`config.mk`:
```
export PLATFORM = sky130hd
export DESIGN_NAME = mem_arbiter
export DESIGN_NICKNAME = d
export VERILOG_FILES = /design/src/rtl/mem_arbiter.sv
export SDC_FILE = /design/constraint.sdc
export NUM_CORES = 1
export LEC_CHECK = 0
export ABC_AREA = 0
export CAP_MARGIN = 20
export CORE_AREA = 2 2 107 109
export DETAILED_ROUTE_END_ITERATION = 16
export DIE_AREA = 0 0 109 111
export GPL_ROUTABILITY_DRIVEN = 0
export SLEW_MARGIN = 20
export SYNTH_ARGS = -nofsm -noshare
export SYNTH_HDL_FRONTEND = slang
export SYNTH_SLANG_ARGS = --single-unit
```
`constraint.sdc`:
```
create_clock -name clk -period 1.9 [get_ports clk]
set_input_delay 0.19 -clock clk [delete_from_list [all_inputs] [get_ports clk]]
set_output_delay 0.19 -clock clk [all_outputs]
set_load 0.05 [all_outputs]
```
`src/rtl/mem_arbiter.sv`:
```
// Arbitrates the shared single-port memory between instruction fetch and load/store.
// Data port wins contention unless fetch has lost STARVE_LIMIT times in a row.
module mem_arbiter #(
    parameter int ADDR_W       = 32,
    parameter int STARVE_LIMIT = 4
) (
    input  logic              clk,
    input  logic              rst_n,
    input  logic              if_valid,
    output logic              if_ready,
    input  logic [ADDR_W-1:0] if_addr,
    output logic              if_rvalid,
    output logic [31:0]       if_rdata,
    output logic              if_err,
    input  logic              dm_valid,
    output logic              dm_ready,
    input  logic [ADDR_W-1:0] dm_addr,
    input  logic              dm_we,
    input  logic [3:0]        dm_wstrb,
    input  logic [31:0]       dm_wdata,
    output logic              dm_rvalid,
    output logic [31:0]       dm_rdata,
    output logic              dm_err,
    output logic              mem_en,
    output logic              mem_we,
    output logic [3:0]        mem_wstrb,
    output logic [ADDR_W-1:0] mem_addr,
    output logic [31:0]       mem_wdata,
    input  logic [31:0]       mem_rdata
);

    localparam logic [3:0] LIMIT = 4'(STARVE_LIMIT);

    typedef enum logic [1:0] {
        OWN_NONE = 2'd0,
        OWN_IF   = 2'd1,
        OWN_DM   = 2'd2
    } owner_t;

    owner_t     resp_owner;
    logic       resp_err;
    logic       resp_store;
    logic [3:0] starve_cnt;

    logic if_fault;
    logic dm_fault;
    logic grant_if;
    logic grant_dm;

    assign if_fault = (if_addr[1:0] != 2'b00);

    // Strobe pattern doubles as the access size for loads as well as stores.
    always_comb begin
        dm_fault = 1'b0;
        case (dm_wstrb)
            4'b1111:          dm_fault = (dm_addr[1:0] != 2'b00);
            4'b0011, 4'b1100: dm_fault = dm_addr[0];
            default:          dm_fault = 1'b0;
        endcase
    end

    assign grant_dm = rst_n && dm_valid && !(if_valid && (starve_cnt == LIMIT));
    assign grant_if = rst_n && if_valid && !grant_dm;
    assign if_ready = grant_if;
    assign dm_ready = grant_dm;

    always_comb begin
        mem_en    = 1'b0;
        mem_we    = 1'b0;
        mem_wstrb = 4'b0000;
        mem_addr  = if_addr;
        mem_wdata = dm_wdata;
        if (grant_dm) begin
            mem_en    = !dm_fault;
            mem_we    = dm_we && !dm_fault;
            mem_wstrb = dm_wstrb;
            mem_addr  = dm_addr;
        end else if (grant_if) begin
            mem_en    = !if_fault;
            mem_wstrb = 4'b1111;
            mem_addr  = if_addr;
        end
    end

    always_ff @(posedge clk or negedge rst_n) begin
        if (!rst_n) begin
            resp_owner <= OWN_NONE;
            resp_err   <= 1'b0;
            resp_store <= 1'b0;
            starve_cnt <= 4'd0;
        end else begin
            if (grant_dm) begin
                resp_owner <= OWN_DM;
                resp_err   <= dm_fault;
                resp_store <= dm_we;
            end else if (grant_if) begin
                resp_owner <= OWN_IF;
                resp_err   <= if_fault;
                resp_store <= 1'b0;
            end else begin
                resp_owner <= OWN_NONE;
                resp_err   <= 1'b0;
                resp_store <= 1'b0;
            end

            // Counter can only reach LIMIT here; at LIMIT fetch wins and clears it.
            if (grant_if) begin
                starve_cnt <= 4'd0;
            end else if (if_valid && grant_dm && (starve_cnt != LIMIT)) begin
                starve_cnt <= starve_cnt + 4'd1;
            end
        end
    end

    assign if_rvalid = (resp_owner == OWN_IF);
    assign dm_rvalid = (resp_owner == OWN_DM);
    assign if_err    = if_rvalid && resp_err;
    assign dm_err    = dm_rvalid && resp_err;
    assign if_rdata  = (if_rvalid && !resp_err) ? mem_rdata : 32'd0;
    assign dm_rdata  = (dm_rvalid && !resp_err && !resp_store) ? mem_rdata : 32'd0;

endmodule

```
Word level (Yosys, flattened, before mapping):

Index checks and enable logic that the tools add are counted.

* add/subtract/negate cells: 1
* eq/ne operators: 7
* mux-type cells: 16
* reductions and logical operators: 23

Operators with widths (count)
* 2-to-1 mux 32 bit: 3
* 2-to-1 mux 4 bit: 4
* logical AND 1 bit: 13
* equality test 4 bit, second input constant: 2
* 2-to-1 mux 1 bit: 7
* logical NOT 1 bit: 6
* nonzero test 2 bit: 3
* adder 4 x 1 -> 4 bit, second input constant: 1
* equality test 4 x 2 -> 1 bit, second input constant: 1
* equality test 4 x 3 -> 1 bit, second input constant: 1
* != test 4 x 3 -> 1 bit, second input constant: 1
* equality test 2 x 1 -> 1 bit, second input constant: 1
* equality test 2 bit, second input constant: 1
* 2-to-1 mux 2 bit: 1
* one-hot mux 1 bit (2 select lines): 1
* OR reduction 2 bit: 1

* register bits after elaboration: 8
* input port bits: 137
* word-level logic and storage cells: 51

Depth between registers and ports, before layout:

Gate-level depths: netlist of the first run.

* depth in word-level cells: 8
* gate-level depth with buffers: 7
* mapped depth without buffers: 5

Least setup slack after synthesis of the first run:

OpenSTA, ideal clock, no wires.

* kind: register to output
* start: register resp_owner[0]
* end: output dm_rdata[10]
* arrival time: 2.193 ns
* setup slack: -0.483 ns
* cell stages (with the launch flop): 5
* path buffers: 1
* cells stage by stage: dfrtp_1 > nor2b_1 > nor3b_1 > clkbuf_1 > and2_1

* word-level cells in the longest chain between the ends: 4

RTL lines
* start, declared: RTL line 40 `owner_t resp_owner;`
* start signal, assigned: RTL line 87 `resp_owner <= OWN_NONE;`
* start signal, assigned: RTL line 93 `resp_owner <= OWN_DM;`
* start signal, assigned: RTL line 97 `resp_owner <= OWN_IF;`
* equality test 2 bit: RTL line 116 `assign dm_rvalid = (resp_owner == OWN_DM);`
* via dm_rvalid: RTL line 21 `output logic dm_rvalid,`
* logical AND 1 bit (2 in series): RTL line 120 `assign dm_rdata = (dm_rvalid && !resp_err && !resp_store) ? mem_rdata : 32'd0;`
* 2-to-1 mux 32 bit: RTL line 120
* end, declared: RTL line 22 `output logic [31:0] dm_rdata,`

The timed path passes the listed nets, and every way through them passes these cells.

Final worst setup path of the first run:

* start: register starve_cnt[1]
* end: output mem_addr[23]

* word-level cells in the longest chain between the ends: 5

RTL lines
* start, declared: RTL line 43 `logic [3:0] starve_cnt;`
* start signal, assigned: RTL line 110 `starve_cnt <= starve_cnt + 4'd1;`
* equality test 4 x 3 -> 1 bit: RTL line 62 `assign grant_dm = rst_n && dm_valid && !(if_valid && (starve_cnt == LIMIT));`
* logical AND 1 bit: RTL line 62
* logical NOT 1 bit: RTL line 62
* logical AND 1 bit: RTL line 62
* 2-to-1 mux 32 bit: RTL line 73 `if (grant_dm) begin`
* end, declared: RTL line 27 `output logic [ADDR_W-1:0] mem_addr,`

Every way passes these cells.

==> results of run 1 <==
-- layer usage --
layer	routed length [µm]	GRT usage (%)
met5	0	0
met4	55	2.31
met3	1210	6.11
met2	4200	23.9
met1	2560	12.7
-- logic make-up after synthesis --
| group | Yosys count |
|---|---|
| XOR/XNOR | 1 |
| flip-flops | 8 |
| multiplexers | 33 |
| AO/OA/AOI/OAI | 13 |
| AND/OR/NAND/NOR | 92 |
| adder cells (fa/ha/maj) | 2 |
| buffers and inverters | 46 |
-- flip-flops by register name (all words and copies together), names as in the netlist --
register / cells
starve_cnt: 4
resp_err: 1
resp_store: 1
resp_owner: 2
-- area by class of cell --
class	count	area, µm²
clock buffers	3	75.1
multi-input cells	141	1350
well taps	143	179
repair buffers	233	3150
fillers	1001	6110
flip-flops and latches	8	200
inverters	2	7.51
-- metrics by stage --
stage | setup WS, ns | instance area [µm²] | util, % | TNS (ns)
2_1_floorplan | -0.0691 | 1820 | - | -0.0691
3_3_place_gp | -0.110 | 4610 | 41.6 | -2.52
3_5_place_dp | -0.0904 | 4610 | 41.6 | -1.89
4_1_cts | -0.0991 | 4910 | 44.3 | -2.62
5_1_grt | -0.172 | 4970 | 44.9 | -5.27
6_report | -0.0972 | 4970 | 44.9 | -2.62
-- critical path, delay by kind of cell, from the launching register on --
family | cells | cell delay [ns]
adders and majority gates | 1 | 0.14
buffers and inverters | 3 | 0.41
DFF | 1 | 0.38
muxes | 1 | 0.30
and+or+nand+nor | 2 | 0.33
-- power breakdown --
group	internal, W	total [W]	switching, W
Clock	0.000271	0.000351	0.0000797
Sequential	0.000194	0.000220	0.0000258
Combinational	0.000759	0.00145	0.000696
Total	0.00122	0.00203	0.000801
-- Yosys cell counts --
cell / number
mux2_2: 1
nor4bb_1: 1
mux2_4: 29
and3b_1: 1
nand4_1: 1
a2111oi_0: 1
a22o_1: 1
o21ai_1: 4
xor2_1: 1
o21ai_0: 1
ha_1: 2
buf_2: 2
and4b_1: 1
nor2_1: 2
clkbuf_1: 6
mux2_1: 3
inv_1: 2
buf_4: 32
nor3b_1: 1
a2bb2oi_1: 2
dfrtp_1: 8
a221o_1: 1
nor2b_1: 4
and3_1: 3
nand3_1: 7
buf_6: 4
a32o_1: 1
nand4b_2: 1
a31o_1: 1
and2_1: 69
a31oi_1: 1
nand2_1: 1
-- worst paths after layout --
check	slack, ns	cells past startpoint	start	to
setup / recovery	-0.1	7	starve_cnt[1]$_DFFE_PN0P_	mem_addr[23]
hold / removal	0.31	2	rst_n	resp_err$_DFF_PN0_
setup reg to reg	0.23	7	starve_cnt[1]$_DFFE_PN0P_	starve_cnt[2]$_DFFE_PN0P_
hold reg to reg	0.56	1	starve_cnt[3]$_DFFE_PN0P_	starve_cnt[3]$_DFFE_PN0P_
max in group asynchronous	1.45	2	rst_n	resp_owner[1]$_DFF_PN0_
min in group clk	0.38	0	dm_wdata[23]	mem_wdata[23]
-- what timing repair did --
item | CTS | global route
pin swaps | 4 | 2
buffers inserted | 4 | 0
endpoints found under the setup margin | 40 | 52
resized for setup | 43 | 9
gates cloned | 1 | 1
==> run metrics, run 1 <==
status=complete, but fails checks; failing checks=negative setup slack; CP peak stage delay=0.38 ns; syn_nets=334; IO Port Bufs=212; top post-synthesis cells by area=mux2_4 (25%), and2_1 (25%), buf_4 (14%); max_cap viols=0; sequential area share after synthesis=11.7%; worst hold slack=0.310 ns; Die Y=111 µm; Power Total=0.00203 W; Slew Viols, Final=0; CP Capture Type=output port; max_slew headroom=82.1%; post-synthesis mux area share=28.0%; ANT cells=0; vias per std cell=4.06; Hold WC Path Type=in -> async; clock tree root driver cell=clkbuf_16; Clock Pin Slew Worst Setup and Hold Paths=0.04 ns; Slew @ Worst Pin=0.265 ns; post-synthesis cell type count=32; die area=12100 µm²; syn avg cell area=8.79 µm²; post-synth top area cell=mux2_4; row cnt=39; commonest non-fill, non-tap cell in the layout=clkdlybuf4s50_1; layout cells sized above 1=54.3%; Setup WS post-layout=-0.0972 ns; crit path max fanout=9; Worst setup SP type=register; top-level I/O count=277; synthesis-to-layout area growth=190%; Hold-fix buffers, CTS=0; GRT overflow=0; router iterations before antenna repair=4; CP cell instances=inv_2 -> ha_4 -> nand4b_4 -> and2_4 -> clkbuf_16 -> mux2_4 -> buf_6; DP Wirelength=6780 µm; Power Dens Cells=408 nW/µm²; Worst-Skew Late Latency=0.23 ns; largest net degree at the start of global routing=33; initial core utilization=15.5%; fin nets=528; commonest cells after routing, fill and taps aside=clkdlybuf4s50_1 (104), buf_12 (77), and2_1 (39), mux2_4 (32), buf_6 (32); gate count of the mapped netlist=195; fin cells=530; number of global-route vias before repair=2340; post-synthesis xor/xnor area fraction=0.511%; CTS H-tree lvls=1; post-synthesis adder-cell area fraction=1.46%; Critical Path RT=1.71 ns; fin crit period=2.00 ns; Yosys top cell area share=25.4%; RSZ-0062 raised after global routing=true; Clock Sinks=8; ANT nets after route=0; largest family of logic cells by synthesized area=simple AND/OR/NAND/NOR gates; Crit path arrival time=1.81 ns; Synth Warn #=0; CP Class=reg -> out; placed cells=521; DRC=0; number of DRC markers in iteration 0=76; global router's overall resource usage=12.8%; core area=11100 µm²; initial antenna violation count=0; Mapped Area=1710 µm²; clk buf depth=2; CP max stage cell=dfrtp_1; Lkg Pwr=2.13 nW; fin crit share=105%; Max Freq=501 MHz; synthesized flop and latch total=8; first-pass GRT wire length=12200 µm; DR WL/cell=15.2 µm; worst vdd ir=0.000243 V; TritonCTS clock tree=built; clock skew=0.00246 ns; Die Wd=109 µm; endpoints failing hold=0; post-synthesis simple-gate area fraction=33.8%; WL final=8030 µm; final setup fails=33; detailed-route via count=2152; cts bufs inserted=3; compound-gate portion of the synthesized area=5.55%
Note: power is estimated with default switching activity, not from simulation.
==> inputs of run 2 (changes only) <==
Settings changed: RECOVER_POWER set to 25.
==> results of run 2 <==
No change in the layout: final DEF, timing and power equal those of run 1.
